[src/rtl/ntt_stream_io.sv]
// ntt_stream_io
//   Streaming front/back end for the NTT core. Loads one polynomial of N = 2^RING_DEPTH
//   coefficients from a valid/ready stream into 2*PE_NUMBER data-memory banks, kicks the
//   address generator, waits for it to finish, then reads the result region back row by
//   row and serializes it onto a valid/ready output stream in raw storage order.
//
// Ports
//   clk, reset              clock, asynchronous active-high reset
//   go                      1-cycle request to start a transform (honoured only when idle)
//   busy, done              busy outside IDLE; done pulses after the last output word
//   din_valid/ready/data    input coefficient stream
//   dout_valid/ready/data   output coefficient stream
//   mem_own                 1 = this block drives the data-memory ports
//   mwen/mwaddr/mwdata      one-hot bank write strobe, {region, row} address, broadcast data
//   mraddr/mrdata           common read address, all banks' read data (bank b at b*DATA_SIZE)
//   ntt_start/ntt_finished  handshake with the address generator
module ntt_stream_io #(
  parameter int unsigned RING_DEPTH = 12,
  parameter int unsigned PE_DEPTH   = 3,
  parameter int unsigned DATA_SIZE  = 60,
  parameter int unsigned RD_LAT     = 2,
  localparam int unsigned B         = 1 << (PE_DEPTH + 1),
  localparam int unsigned AW        = RING_DEPTH - PE_DEPTH + 2
) (
  input  logic                   clk,
  input  logic                   reset,
  input  logic                   go,
  output logic                   busy,
  output logic                   done,
  input  logic                   din_valid,
  output logic                   din_ready,
  input  logic [DATA_SIZE-1:0]   din_data,
  output logic                   dout_valid,
  input  logic                   dout_ready,
  output logic [DATA_SIZE-1:0]   dout_data,
  output logic                   mem_own,
  output logic [B-1:0]           mwen,
  output logic [AW-1:0]          mwaddr,
  output logic [DATA_SIZE-1:0]   mwdata,
  output logic [AW-1:0]          mraddr,
  input  logic [B*DATA_SIZE-1:0] mrdata,
  output logic                   ntt_start,
  input  logic                   ntt_finished
);

  localparam int unsigned N  = 1 << RING_DEPTH;
  localparam int unsigned R  = N / B;
  localparam int unsigned RW = RING_DEPTH - PE_DEPTH - 1;
  // Wait counter only has to reach RD_LAT-1.
  localparam int unsigned WW = (RD_LAT > 1) ? $clog2(RD_LAT) : 1;

  localparam logic [RING_DEPTH:0] KLast    = (RING_DEPTH + 1)'(N - 1);
  localparam logic [RW-1:0]       RowLast  = RW'(R - 1);
  localparam logic [PE_DEPTH:0]   LaneLast = (PE_DEPTH + 1)'(B - 1);
  localparam logic [WW-1:0]       WaitLast = WW'(RD_LAT - 1);

  typedef enum logic [2:0] {
    StIdle, StLoad, StKick, StRun, StRdReq, StRdWait, StSend
  } state_e;

  state_e                 r_state, w_state_d;
  logic [RING_DEPTH:0]    r_k;
  logic [RW-1:0]          r_row;
  logic [PE_DEPTH:0]      r_lane;
  logic [WW-1:0]          r_wait;
  logic [B*DATA_SIZE-1:0] r_rowbuf;
  logic                   r_done;

  logic w_in_hs;
  logic w_out_hs;
  logic w_row_end;

  assign w_in_hs   = (r_state == StLoad) && din_valid;
  assign w_out_hs  = (r_state == StSend) && dout_ready;
  assign w_row_end = w_out_hs && (r_lane == LaneLast);

  // State register
  always_ff @(posedge clk or posedge reset) begin
    if (reset) begin
      r_state <= StIdle;
    end else begin
      r_state <= w_state_d;
    end
  end

  // Next-state logic; go and ntt_finished are only looked at in IDLE and RUN respectively.
  always_comb begin
    w_state_d = r_state;
    case (r_state)
      StIdle:   if (go) w_state_d = StLoad;
      StLoad:   if (w_in_hs && (r_k == KLast)) w_state_d = StKick;
      StKick:   w_state_d = StRun;
      StRun:    if (ntt_finished) w_state_d = StRdReq;
      StRdReq:  w_state_d = StRdWait;
      StRdWait: if (r_wait == WaitLast) w_state_d = StSend;
      StSend:   if (w_row_end) w_state_d = (r_row == RowLast) ? StIdle : StRdReq;
      default:  w_state_d = StIdle;
    endcase
  end

  // Outputs; memory write strobes are combinational so the write lands with the accept.
  always_comb begin
    busy       = (r_state != StIdle);
    din_ready  = 1'b0;
    dout_valid = 1'b0;
    ntt_start  = 1'b0;
    mem_own    = 1'b1;
    mwen       = '0;
    mwaddr     = '0;
    mraddr     = '0;
    mwdata     = din_data;
    dout_data  = r_rowbuf[r_lane * DATA_SIZE +: DATA_SIZE];
    case (r_state)
      StLoad: begin
        din_ready = 1'b1;
        if (w_in_hs) begin
          mwen   = B'(1) << r_k[PE_DEPTH:0];
          mwaddr = {2'b00, r_k[RING_DEPTH:PE_DEPTH+1]};
        end
      end
      StKick: begin
        ntt_start = 1'b1;
        mem_own   = 1'b0;
      end
      StRun:   mem_own = 1'b0;
      StRdReq: mraddr = {2'b10, 1'b0, r_row};
      StSend:  dout_valid = 1'b1;
      default: ;
    endcase
  end

  // Counters, row buffer and done pulse
  always_ff @(posedge clk or posedge reset) begin
    if (reset) begin
      r_k      <= '0;
      r_row    <= '0;
      r_lane   <= '0;
      r_wait   <= '0;
      r_rowbuf <= '0;
      r_done   <= 1'b0;
    end else begin
      r_done <= w_row_end && (r_row == RowLast);
      case (r_state)
        StIdle: r_k <= '0;
        StLoad: if (w_in_hs) r_k <= r_k + 1'b1;
        StRun:  r_row <= '0;
        StRdReq: r_wait <= '0;
        StRdWait: begin
          r_wait <= r_wait + 1'b1;
          // Read data for the address driven in RDREQ is present RD_LAT cycles later.
          if (r_wait == WaitLast) begin
            r_rowbuf <= mrdata;
            r_lane   <= '0;
          end
        end
        StSend: begin
          if (w_out_hs && (r_lane != LaneLast)) r_lane <= r_lane + 1'b1;
          if (w_row_end && (r_row != RowLast)) r_row <= r_row + 1'b1;
        end
        default: ;
      endcase
    end
  end

  assign done = r_done;

endmodule

[config.mk]
export PLATFORM = sky130hd
export DESIGN_NAME = ntt_stream_io
export DESIGN_NICKNAME = d
export VERILOG_FILES = /design/src/rtl/ntt_stream_io.sv
export SDC_FILE = /design/constraint.sdc
export NUM_CORES = 2
export LEC_CHECK = 0
export CAP_MARGIN = 20
export CORE_AREA = 5 5 456 458
export CTS_CLUSTER_DIAMETER = 200
export DETAILED_ROUTE_END_ITERATION = 7
export DIE_AREA = 0 0 461 463
export HOLD_SLACK_MARGIN = 0.03
export PLACE_DENSITY = 0.45
export SETUP_SLACK_MARGIN = 0.15
export SLEW_MARGIN = 20
export SYNTH_ARGS = -nofsm -noshare
export SYNTH_HDL_FRONTEND = slang
export SYNTH_SLANG_ARGS = --single-unit
[constraint.sdc]
create_clock -name clk -period 85.1 [get_ports clk]
set_clock_uncertainty 0.1 [all_clocks]
set_input_delay 17.02 -clock clk [delete_from_list [all_inputs] [get_ports clk]]
set_output_delay 17.02 -clock clk [all_outputs]
set_load 0.02 [all_outputs]
Yosys cells after proc, flatten, opt, wreduce, memory -nomap -nowiden

Index checks and enable logic that the tools add are counted.

Add/subtract/negate cells: 4
Multiply operators: 1
Equality and inequality tests: 19
Shifts and indexed selects: 2
Multiplexer cells: 24
Reduce and logical (&&, ||, !) cells: 19

Operator list:

| operator              | count |
|---|---|
| $shiftx 960x11->60    | 1 |
| $mux 16               | 2 |
| $pmux 13 s2           | 1 |
| $pmux 3 s7            | 1 |
| $mux 3                | 6 |
| $mux 9                | 2 |
| $pmux 8 s2            | 1 |
| $shl 1x4->16 const A  | 1 |
| $add 13x1->13 const B | 1 |
| $eq 13x12->1 const B  | 1 |
| $mux 13               | 1 |
| $mux 11               | 1 |
| $ne 2x2->1 const B    | 5 |
| $eq 3x3->1 const B    | 3 |
| $add 8x1->8 const B   | 1 |
| $eq 8x8->1 const B    | 1 |
| $mul 4x4->8 const B   | 1 |
| $mux 4                | 2 |
| $mux 8                | 1 |
| $ne 8x8->1 const B    | 1 |
| $pmux 4 s2            | 1 |
| $reduce_bool 2->1     | 4 |
| $logic_and 1x1->1     | 7 |
| $eq 3x2->1 const B    | 2 |
| 14 further kinds      | 21 |

Register bits: 990
Bits of input ports: 1,026
Output and inout port bits: 164
Logic and storage cells: 76

Longest topological paths before layout

Word-level depth: 6
Mapped depth: 7

Worst setup path before layout

OpenSTA, ideal clock, no wires.

Kind: input-to-output
Start point: input port din_valid
End point: output port mwen[11]
Arrival: 17,787 ps
Data required time: 67,980 ps
Slack: 50,193 ps
Cell stages on the path: 3
Path through: and4bb_2 > clkbuf_1 > and3_1

Longest elaborated chain between the ends: 3

Ends and longest elaborated chain:

| what               | line | RTL |
|---|---|---|
| start: declaration | 30   | `input logic din_valid,` |
| $logic_and 1x1->1  | 73   | `assign w_in_hs = (r_state == StLoad) && din_valid;` |
| $mux 16            | 116  | `if (w_in_hs) begin` |
| $mux 16            | 113  | `case (r_state)` |
| end: declaration   | 37   | `output logic [B-1:0] mwen,` |

No other way between the ends.

Worst setup path in the final report

Start point: input port din_valid
End point: output port mwen[9]

The elaborated chain is that of the path after synthesis.

==> metrics.cfg <==
[routing]
drt_iter0_markers = 1531
wl_per_cell_microns = 29.3
vias_per_cell = 4.38
wl_mm = 194
drt_pre_antenna_iters = 5
drc_errors = 0
postRouteAntennaNets = 0
vias = 29000

[synth]
syn_inst = 2818
synth.distinct_cells = 57
synth_ff_type = dfrtp_1
syn_area_per_cell_sq_um = 15.9
netlist_area_sq_um = 44800
synth_edf_count = 0
yosysSeqAreaShare_pct = 55.3
synth-seq-cells = 990
synth-async-reset-ratio_pct = 100
yosysWarnings = 0

[floorplanning]
rows = 166
die_h_microns = 463
fp.dieW_microns = 461
start_util_pct = 22.0
io_pins = 1190
core_area_sq_um = 204000
die_area_sq_um = 213000

[setup_path]
crit_top_cell = clkdlybuf4s50_1
start_kind = input port
slowest_delay_ps = 650
cp.arrival_ps = 19180
crit_fanout = 15
cp_top_family = buffers and inverters
crit_buf_inv = 2
ff2ff_setup_slack_ps = 78720
critPathLaunch = din_valid
cp_cell_sequence = clkdlybuf4s50_1 -> and4bb_2 -> and2_1 -> and3_1 -> clkdlybuf4s50_1
worstReg2RegStart = r_state[1]
r2r_cells = 8
crit_type = input port to output port
worstPathRequired_ps = 67980
end_kind = output port
cpMaxStageDelayCell = clkdlybuf4s50_1
reg2reg_to = r_rowbuf[480]

[pwr]
vdd_ir_drop_max_uv = 17.8
p_per_area_nw_per_um2 = 36.6
p_leak_nw = 24.2

[run]
maxCapViolations = 0

[clocking]
clk_pin_slew_ps = 50
htreeDepth = 3
clock_path_buffers = 3
cts.sinks = 990
clk_latency_ps = 770
numCtsBuffers = 121
postCtsHoldBufs = 0
cts_tree = yes
postCtsSetupBuffers = 0
clock-root-buffer = clkbuf_16
post_cts_resized = 0

[grt]
gr-total-overflow = 0
antenna_found_initial = 119
grt_util_all_layers_pct = 17.7
grt_max_degree = 167
grt_pass1_wl_mm = 266
grt_pass1_vias = 31700

[sta]
fmax_mhz = 27.6
setup_viol = 0
hold_viol = 0
slew-limit-headroom_pct = 31.9
fin_ws_ps = 48800
drv_slew = 0
fin_setup_tns_ps = 0
min_period_ps = 36300
worst_pin_slew_ps = 1020
rsz0062_at_grt = false
fin_crit_sh_pct = 42.7

[worst_hold_path]
worstHoldStart = r_rowbuf[183]
hp-class = flop to flop
worstHoldEndpoint = r_rowbuf[183]
worstHoldPathCells = 1

[finish]
drive_gt1_share_pct = 27.9
layout_common_cells = clkdlybuf4s50_1, dfrtp_1, mux2_2, mux2_1, mux4_2
fill_cells = 20600
nets = 4837
areaGrowthSynthToFinish_pct = 38.5
mostFrequentLayoutCell = clkdlybuf4s50_1

[outcome]
outcome = finished clean

[placed_design]
port_buffers = 1065
place.gp.congestion = 0.802
hpwl_mm = 149
place_ws_ps = 48820

==> sequential cells by signal, indices dropped and copies added, names as in the netlist <==
| name | cells |
|---|---|
| r_row | 8 |
| r_rowbuf | 960 |
| r_k | 13 |
| r_state | 3 |
| r_lane | 4 |
| done | 1 |
| r_wait | 1 |
==> power by group <==
| group | leakage [nW] | switching (mW) | internal [mW] | total [mW] |
|---|---|---|---|---|
| logic | 10.6 | 0.392 | 0.492 | 0.884 |
| registers | 11.6 | 0.141 | 0.714 | 0.855 |
| clock network | 2.02 | 0.222 | 0.308 | 0.530 |
| total | 24.2 | 0.755 | 1.51 | 2.27 |
==> how the worst max path moves through the flow <==
stage	endpoint	slack [ps]	cells after the start
CTS	mwen[9]	48800	5
floorplan	done	40130	1
global route	mwen[9]	48730	5
global placement	mwen[9]	48840	5
detailed placement	mwen[9]	48820	5
finish	mwen[9]	48800	5
==> final cells by class <==
cell class	instances	area [sq um]	share of cell area [%]
Clock buffer	189	3700	5.97
Multi-Input combinational cell	1559	18500	29.9
Antenna cell	31	77.6	0.125
Timing Repair Buffer	1123	11200	18.0
Tap cell	2688	3360	5.42
Sequential cell	990	24800	39.9
Inverter	8	37.5	0.0605
Clock inverter	36	389	0.627
==> logic make-up after synthesis <==
family,after synthesis,share of synthesized area (%)
fa+ha+maj,8,0.223
other cells,1,0.00837
buf+inv,272,3.44
simple gates,183,2.13
flops,990,55.3
xor+xnor,5,0.0977
mux,1203,36.3
compound gates,156,2.54
==> per-stage QoR <==
stage | instance area (sq um) | std cells | hold WS, ps | power (mW) | utilization, %
5_1_grt | 62000 | 6599 | 397 | 2.40 | 30.5
6_report | 62000 | 6624 | 384 | 2.27 | 30.5
4_1_cts | 62000 | 6593 | 389 | 2.32 | 30.4
3_5_place_dp | 57900 | 6368 | 376 | 1.77 | 28.4
3_3_place_gp | 57900 | 6366 | 368 | 1.76 | 28.4
2_1_floorplan | 44800 | 2821 | 359 | 1.42 | -
==> synthesized netlist by cell type, types with 3 or more instances <==
cell type,number,area (sq um)
ha_1,8,100
nand3_1,9,45.0
nand4_1,5,31.3
a21oi_1,8,40.0
o21ai_0,12,60.1
mux2i_1,3,30.0
nand2_1,78,293
nand2b_1,3,18.8
xor2_1,4,35.0
and2_1,24,150
buf_4,72,541
dfrtp_1,990,24800
clkbuf_1,44,165
a22oi_1,120,901
or3_1,5,31.3
nor2b_1,3,18.8
and3_1,16,100
nor3_1,4,20.0
inv_1,8,30.0
mux2_2,576,6490
buf_6,12,135
mux2_1,384,4320
nor2_1,16,60.1
buf_1,9,33.8
mux4_2,240,5410
buf_2,127,636
==> routing by layer <==
layer	vias up	share of wire, %	track usage, %
li1	12500	-	-
met1	15100	38	19.9
met2	920	50	31.0
met3	370	8.8	7.24
met4	108	3.1	4.97
met5	-	0.34	0
Power figures use the tool's default switching activity.
